[config.mk]
export PLATFORM = sky130hd
export DESIGN_NAME = bram_rd_ctrl_flat
export DESIGN_NICKNAME = d
export VERILOG_FILES = /design/src/rtl/bram_rd_ctrl_if.sv /design/src/rtl/bram_rd_ctrl.sv /design/src/flat_wrapper.sv
export SDC_FILE = /design/constraint.sdc
export NUM_CORES = 1
export LEC_CHECK = 0
export CAP_MARGIN = 15
export CORE_UTILIZATION = 30
export CTS_BUF_LIST = sky130_fd_sc_hd__clkbuf_2 sky130_fd_sc_hd__clkbuf_4 sky130_fd_sc_hd__clkbuf_8
export CTS_CLUSTER_SIZE = 25
export DETAILED_ROUTE_END_ITERATION = 12
export GPL_ROUTABILITY_DRIVEN = 0
export HOLD_SLACK_MARGIN = 0.03
export PLACE_DENSITY_LB_ADDON = 0.15
export SLEW_MARGIN = 20
export SYNTH_ARGS = -nofsm -noshare
export SYNTH_HDL_FRONTEND = slang
export SYNTH_SLANG_ARGS = --single-unit
[constraint.sdc]
create_clock -name clk -period 3.2 [get_ports clk]
set_input_delay 0.32 -clock clk [delete_from_list [all_inputs] [get_ports clk]]
set_output_delay 0.32 -clock clk [all_outputs]
set_load 0.02 [all_outputs]
[src/rtl/bram_rd_ctrl_if.sv]
// bram_rd_ctrl_if: request, BRAM and response signals of the BRAM read controller
//   master: client/BRAM side (drives req_valid, req_addr, rsp_ready, mem_rdata)
//   slave : controller side (drives req_ready, mem_rd, mem_addr, rsp_valid, rsp_data)
interface bram_rd_ctrl_if #(
   parameter int DATA_W = 32,
   parameter int ADDR_W = 10
);
   logic              req_valid;
   logic              req_ready;
   logic [ADDR_W-1:0] req_addr;
   logic              mem_rd;
   logic [ADDR_W-1:0] mem_addr;
   logic [DATA_W-1:0] mem_rdata;
   logic              rsp_valid;
   logic              rsp_ready;
   logic [DATA_W-1:0] rsp_data;
   modport master (
      output req_valid, req_addr, rsp_ready, mem_rdata,
      input  req_ready, mem_rd, mem_addr, rsp_valid, rsp_data
   );
   modport slave (
      input  req_valid, req_addr, rsp_ready, mem_rdata,
      output req_ready, mem_rd, mem_addr, rsp_valid, rsp_data
   );
endinterface

[src/rtl/bram_rd_ctrl.sv]
// bram_rd_ctrl: fixed-latency BRAM read controller with valid/ready request and response
//   clk, rst     : clock, asynchronous active-high reset
//   bus          : request/BRAM/response channel (slave side)
//   busy         : high while a read is in flight or its response is pending
//   rd_count     : completed reads, saturating
module bram_rd_ctrl #(
   parameter int DATA_W     = 32,
   parameter int ADDR_W     = 10,
   parameter int RD_LATENCY = 2,
   parameter int CNT_W      = 16
) (
   input  logic             clk,
   input  logic             rst,
   bram_rd_ctrl_if.slave    bus,
   output logic             busy,
   output logic [CNT_W-1:0] rd_count
);
   localparam int LW = $clog2(RD_LATENCY + 1);
   typedef enum logic [1:0] {IDLE, READ, RESP} state_t;
   state_t            state;
   logic [LW-1:0]     cnt;
   logic [ADDR_W-1:0] addr_q;
   logic [DATA_W-1:0] data_q;
   assign bus.mem_addr = addr_q;
   assign bus.rsp_data = data_q;
   always_ff @(posedge clk or posedge rst)
      if (rst) begin
         state         <= IDLE;
         cnt           <= '0;
         addr_q        <= '0;
         data_q        <= '0;
         bus.req_ready <= 1'b0;
         bus.mem_rd    <= 1'b0;
         bus.rsp_valid <= 1'b0;
         busy          <= 1'b0;
         rd_count      <= '0;
      end else
         case (state)
            IDLE:
               if (bus.req_valid && bus.req_ready) begin
                  addr_q        <= bus.req_addr;
                  bus.mem_rd    <= 1'b1;
                  bus.req_ready <= 1'b0;
                  busy          <= 1'b1;
                  cnt           <= LW'(RD_LATENCY - 1);
                  state         <= READ;
               end else
                  bus.req_ready <= 1'b1;
            READ:
               if (cnt == '0) begin
                  data_q        <= bus.mem_rdata;
                  bus.mem_rd    <= 1'b0;
                  bus.rsp_valid <= 1'b1;
                  state         <= RESP;
               end else
                  cnt <= cnt - 1'b1;
            RESP:
               if (bus.rsp_ready) begin
                  // req_ready rises with the return to IDLE, so the next accept is one edge later
                  bus.rsp_valid <= 1'b0;
                  bus.req_ready <= 1'b1;
                  busy          <= 1'b0;
                  rd_count      <= rd_count + CNT_W'(~&rd_count);
                  state         <= IDLE;
               end
            default: state <= IDLE;
         endcase
endmodule

[src/flat_wrapper.sv]
// flat-port wrapper written by rule: the top's interface ports become plain ports
module bram_rd_ctrl_flat 
#(
   parameter int DATA_W     = 32,
   parameter int ADDR_W     = 10,
   parameter int RD_LATENCY = 2,
   parameter int CNT_W      = 16
)
  (clk, rst, busy, rd_count, bus_req_valid, bus_req_addr, bus_rsp_ready, bus_mem_rdata, bus_req_ready, bus_mem_rd, bus_mem_addr, bus_rsp_valid, bus_rsp_data);
  bram_rd_ctrl_if #(.DATA_W(DATA_W), .ADDR_W(ADDR_W)) bus_i ();
  input  logic clk;
  input  logic rst;
  output logic busy;
  output logic [CNT_W-1:0] rd_count;
  input wire logic [$bits(bus_i.req_valid)-1:0] bus_req_valid;
  input wire logic [$bits(bus_i.req_addr)-1:0] bus_req_addr;
  input wire logic [$bits(bus_i.rsp_ready)-1:0] bus_rsp_ready;
  input wire logic [$bits(bus_i.mem_rdata)-1:0] bus_mem_rdata;
  output wire logic [$bits(bus_i.req_ready)-1:0] bus_req_ready;
  output wire logic [$bits(bus_i.mem_rd)-1:0] bus_mem_rd;
  output wire logic [$bits(bus_i.mem_addr)-1:0] bus_mem_addr;
  output wire logic [$bits(bus_i.rsp_valid)-1:0] bus_rsp_valid;
  output wire logic [$bits(bus_i.rsp_data)-1:0] bus_rsp_data;
  assign bus_i.req_valid = bus_req_valid;
  assign bus_i.req_addr = bus_req_addr;
  assign bus_i.rsp_ready = bus_rsp_ready;
  assign bus_i.mem_rdata = bus_mem_rdata;
  assign bus_req_ready = bus_i.req_ready;
  assign bus_mem_rd = bus_i.mem_rd;
  assign bus_mem_addr = bus_i.mem_addr;
  assign bus_rsp_valid = bus_i.rsp_valid;
  assign bus_rsp_data = bus_i.rsp_data;
  bram_rd_ctrl #(.DATA_W(DATA_W), .ADDR_W(ADDR_W), .RD_LATENCY(RD_LATENCY), .CNT_W(CNT_W)) u_core (.clk(clk), .rst(rst), .bus(bus_i), .busy(busy), .rd_count(rd_count));
endmodule
==> results.txt <==
----------------------------------------------------
[Global route]
  Pin count of the biggest net entering global routing ... 35
  Via count of the first global-routing pass ... between 1.5k and 2k
  Antenna violations before repair ... 0
  Wire length of the first global-routing pass ... about 8900 um
  Overall global routing resource usage ... a little over an eighth
  Sum of overflow across all layers after global routing ... 0

[Timing]
  Final max-slew violation count ... 0
  Hold Slack ... between 0.4 and 0.5 ns
  Finish-stage setup viols ... 0
  Worst slew pin tran ... 0.7278 ns
  Hold violation total from the final report ... 0
  Max Freq ... 431.3 MHz
  Unrepaired setup endpoints after global routing ... false
  Max_slew headroom ... 51.41%
  Period minus WS final ... 2.318 ns
  Final total negative setup slack ... 0 ns
  Final worst-path setup slack ... a little under 0.9 ns
  Worst Clk Skew ... 0.008565 ns
  Final cycle utilization of the critical path ... 72.45%

[Status]
  Outcome ... finished clean

[Logic synthesis]
  Simple-gate area share of the yosys netlist ... roughly 9.1%
  Per-instance average area after synthesis ... 14.21 um^2
  Fraction of the yosys area taken by sequential cells ... 62.47%
  Synth cell types ... 26
  Mux cell area share after synthesis ... 18.74%
  Dominant combinational cell family by area after synthesis ... multiplexers
  Yosys Warn Count ... 0
  Nets in the synthesized netlist ... 235
  Post-synthesis share of cell area spent on xor and xnor gates ... under 10%
  Compound-Gate Fraction of Synth Area ... 1.467%
  Gate count of the mapped netlist ... 186
  Synthesis-stage register bit count ... 66
  Adder and majority gate portion of the synthesized area ... 1.420%
  Mapped cell area ... 0.002644 mm^2

[Worst setup path]
  Reg-to-reg startpoint ... u_core.rd_count[8]
  Capturing element of the worst setup path ... u_core.rd_count[8]
  Length in cells of the worst reg-to-reg path ... 9
  Highest net fanout along the worst path ... 5
  Reg-to-Reg End ... u_core.rd_count[8]
  Arrival time of the worst setup path ... 2.57 ns
  Launching element type of the critical path ... flop
  Critical path endpoint category ... flop
  Register-to-register setup slack ... 0.88 ns
  Critical path class ... reg2reg
  Required arrival time at the worst endpoint ... 3.45 ns
  Launching element of the worst setup path ... u_core.rd_count[8]

[Place]
  Setup slack after placement ... 0.8635 ns
  Quantity of I/O buffers inserted on ports ... 107
  HPWL after DPL ... 4127 um
  Placed cell areas ... 0.003860 mm^2
  Dpl cells ... 397

[Floorplanning]
  Starting density of the core ... 31.54%
  Height of the die ... 95.88 um
  Core footprint ... 0.008382 mm^2
  Std-Cell Rows ... 33
  Overall die area ... 0.009192 mm^2
  Die Span X ... 95.88 um
  Number of top-level pins ... 108

[CTS]
  Cells resized by post-CTS repair ... 0
  Count of H-tree levels built during CTS ... 3
  Maximum clock insertion buffer count ... 2
  Total number of clock tree sinks ... 66
  Clock latency at the later pin of the worst-skew pair ... ~0.33 ns
  CTS tree ... done
  Post-cts hold buffer count ... 0
  Buffers inserted by post-CTS timing repair ... 0
  Clock tree root buffer cell ... sky130_fd_sc_hd__clkbuf_8
  Number of buffers created by CTS ... 9
  Clock transition at the registers of the reported paths ... approximately 0.07 ns

[Layout]
  Most common cell after layout, fill and taps aside ... sky130_fd_sc_hd__clkdlybuf4s50_1
  Leading cell types in the layout, fill and taps excluded ... sky130_fd_sc_hd__clkdlybuf4s50_1, sky130_fd_sc_hd__dfrtp_1, sky130_fd_sc_hd__mux2_2
  Layout cell share with drive strength beyond 1 ... 22.15%
  Final cell utilization of the core ... 48.35%
  Syn-to-layout area delta ... 53.29%
  Net total in the final layout ... 352
  Antenna cells ... 0
  Total non-filler cell area in the finished layout ... 0.004053 mm^2
  Final instance count without filler cells ... 412

[Hold path]
  Min-delay worst type ... in2async

[Routing]
  Detail-routed net length per standard cell ... 13.81 um
  TritonRoute pass-1 iters ... 4
  DR DRC count ... 0
  Number of vias after detailed routing ... 1864
  Vias per std cell ... about 4.5
  Number of nets with antenna violations after detailed routing ... 0
  Routed Wire Length ... 5688 um
  Drt initial violations ... 22

[Pwr]
  Tot Pwr ... 3.824 mW
  Peak VDD IR ... 0.5083 mV
  Standby leakage power ... 1.746 nW
  Power per cell area ... roughly 940 mW/mm^2

[Run]
  Max Cap Viol ... 0

----------------------------------------------------
## registers in the layout, indices dropped and copies added, names as in the netlist
signal and cells:
u_core.rd_count 16, u_core.bus.rsp_data 32, u_core.bus.mem_addr 10, u_core.cnt 2
u_core.bus.req_ready 1, u_core.state 2, u_core.bus.mem_rd 1, u_core.bus.rsp_valid 1
u_core.busy 1
## critical path, cell delays in order (launching register included)
cell	delay [ns]
sky130_fd_sc_hd__dfrtp_1	0.42
sky130_fd_sc_hd__and4_1	0.24
sky130_fd_sc_hd__and3_1	0.21
sky130_fd_sc_hd__nand3_1	0.08
sky130_fd_sc_hd__ha_1	0.16
sky130_fd_sc_hd__ha_1	0.16
sky130_fd_sc_hd__nand3_1	0.09
sky130_fd_sc_hd__nor3_1	0.49
sky130_fd_sc_hd__and3_1	0.25
sky130_fd_sc_hd__xor2_1	0.15
## worst min path at each step
stage / from / slack [ns] / endpoint / cells past startpoint
after global routing: rst / 0.48 / u_core.bus.rsp_data[22] / 2
final: rst / 0.44 / u_core.bus.rsp_data[27] / 2
after global placement: u_core.busy / 0.46 / u_core.busy / 1
after CTS: rst / 0.44 / u_core.bus.rsp_data[27] / 2
after detailed placement: u_core.busy / 0.47 / u_core.busy / 1
after floorplan: bus_rsp_ready / 0.43 / u_core.state[1] / 1
## report_power, final
group	switching, mW	total (mW)	internal (mW)
Clock	0.296	0.688	0.392
Combinational	0.793	1.75	0.959
Sequential	0.202	1.38	1.18
## routing by layer
metal  global-route usage, %  routed length [um]  vias to the layer above
met5                       0                   0                        -
met2                   21.37                2709                       69
met4                   2.985                  48                        0
met1                   15.30                2442                      920
met3                   6.556                 487                        5
li1                        -                   -                      870
## synthesized netlist by cell type, drive strengths merged
master | number | area share, %
nand2 | 10 | 1.4
or3 | 1 | 0.43
nor2 | 8 | 1.1
a21o | 2 | 0.57
ha | 3 | 1.4
nor4 | 1 | 0.80
xnor2 | 7 | 2.3
nor3b | 1 | 0.28
a21oi | 2 | 0.38
buf | 4 | 0.99
nand3 | 5 | 0.95
and4 | 2 | 0.66
nand3b | 2 | 1.0
or2b | 1 | 0.28
dfrtp | 66 | 62
nand4 | 2 | 0.47
nor3 | 5 | 0.95
a22o | 1 | 0.33
and3 | 2 | 0.47
mux2 | 44 | 19
inv | 8 | 1.1
o21ai | 1 | 0.19
or2 | 1 | 0.24
xor2 | 7 | 2.3
## cell type report
cell class | instances | area [um^2]
flip-flops and latches | 66 | 1652
well taps | 105 | 131.4
multi-input cells | 108 | 940.9
repair buffers | 110 | 1106
fillers | 773 | 4329
clock buffers | 12 | 152.6
inverters | 8 | 30.03
clock inverters | 3 | 40.04
## cell families after synthesis
group                      Yosys count
AOI/OAI and AO/OA                    6
xor gates and xnor gates            14
adders and majority gates            3
buffers and inverters               12
DFF                                 66
muxes                               44
and+or+nand+nor                     41
Note: power is estimated with default switching activity, not from simulation.
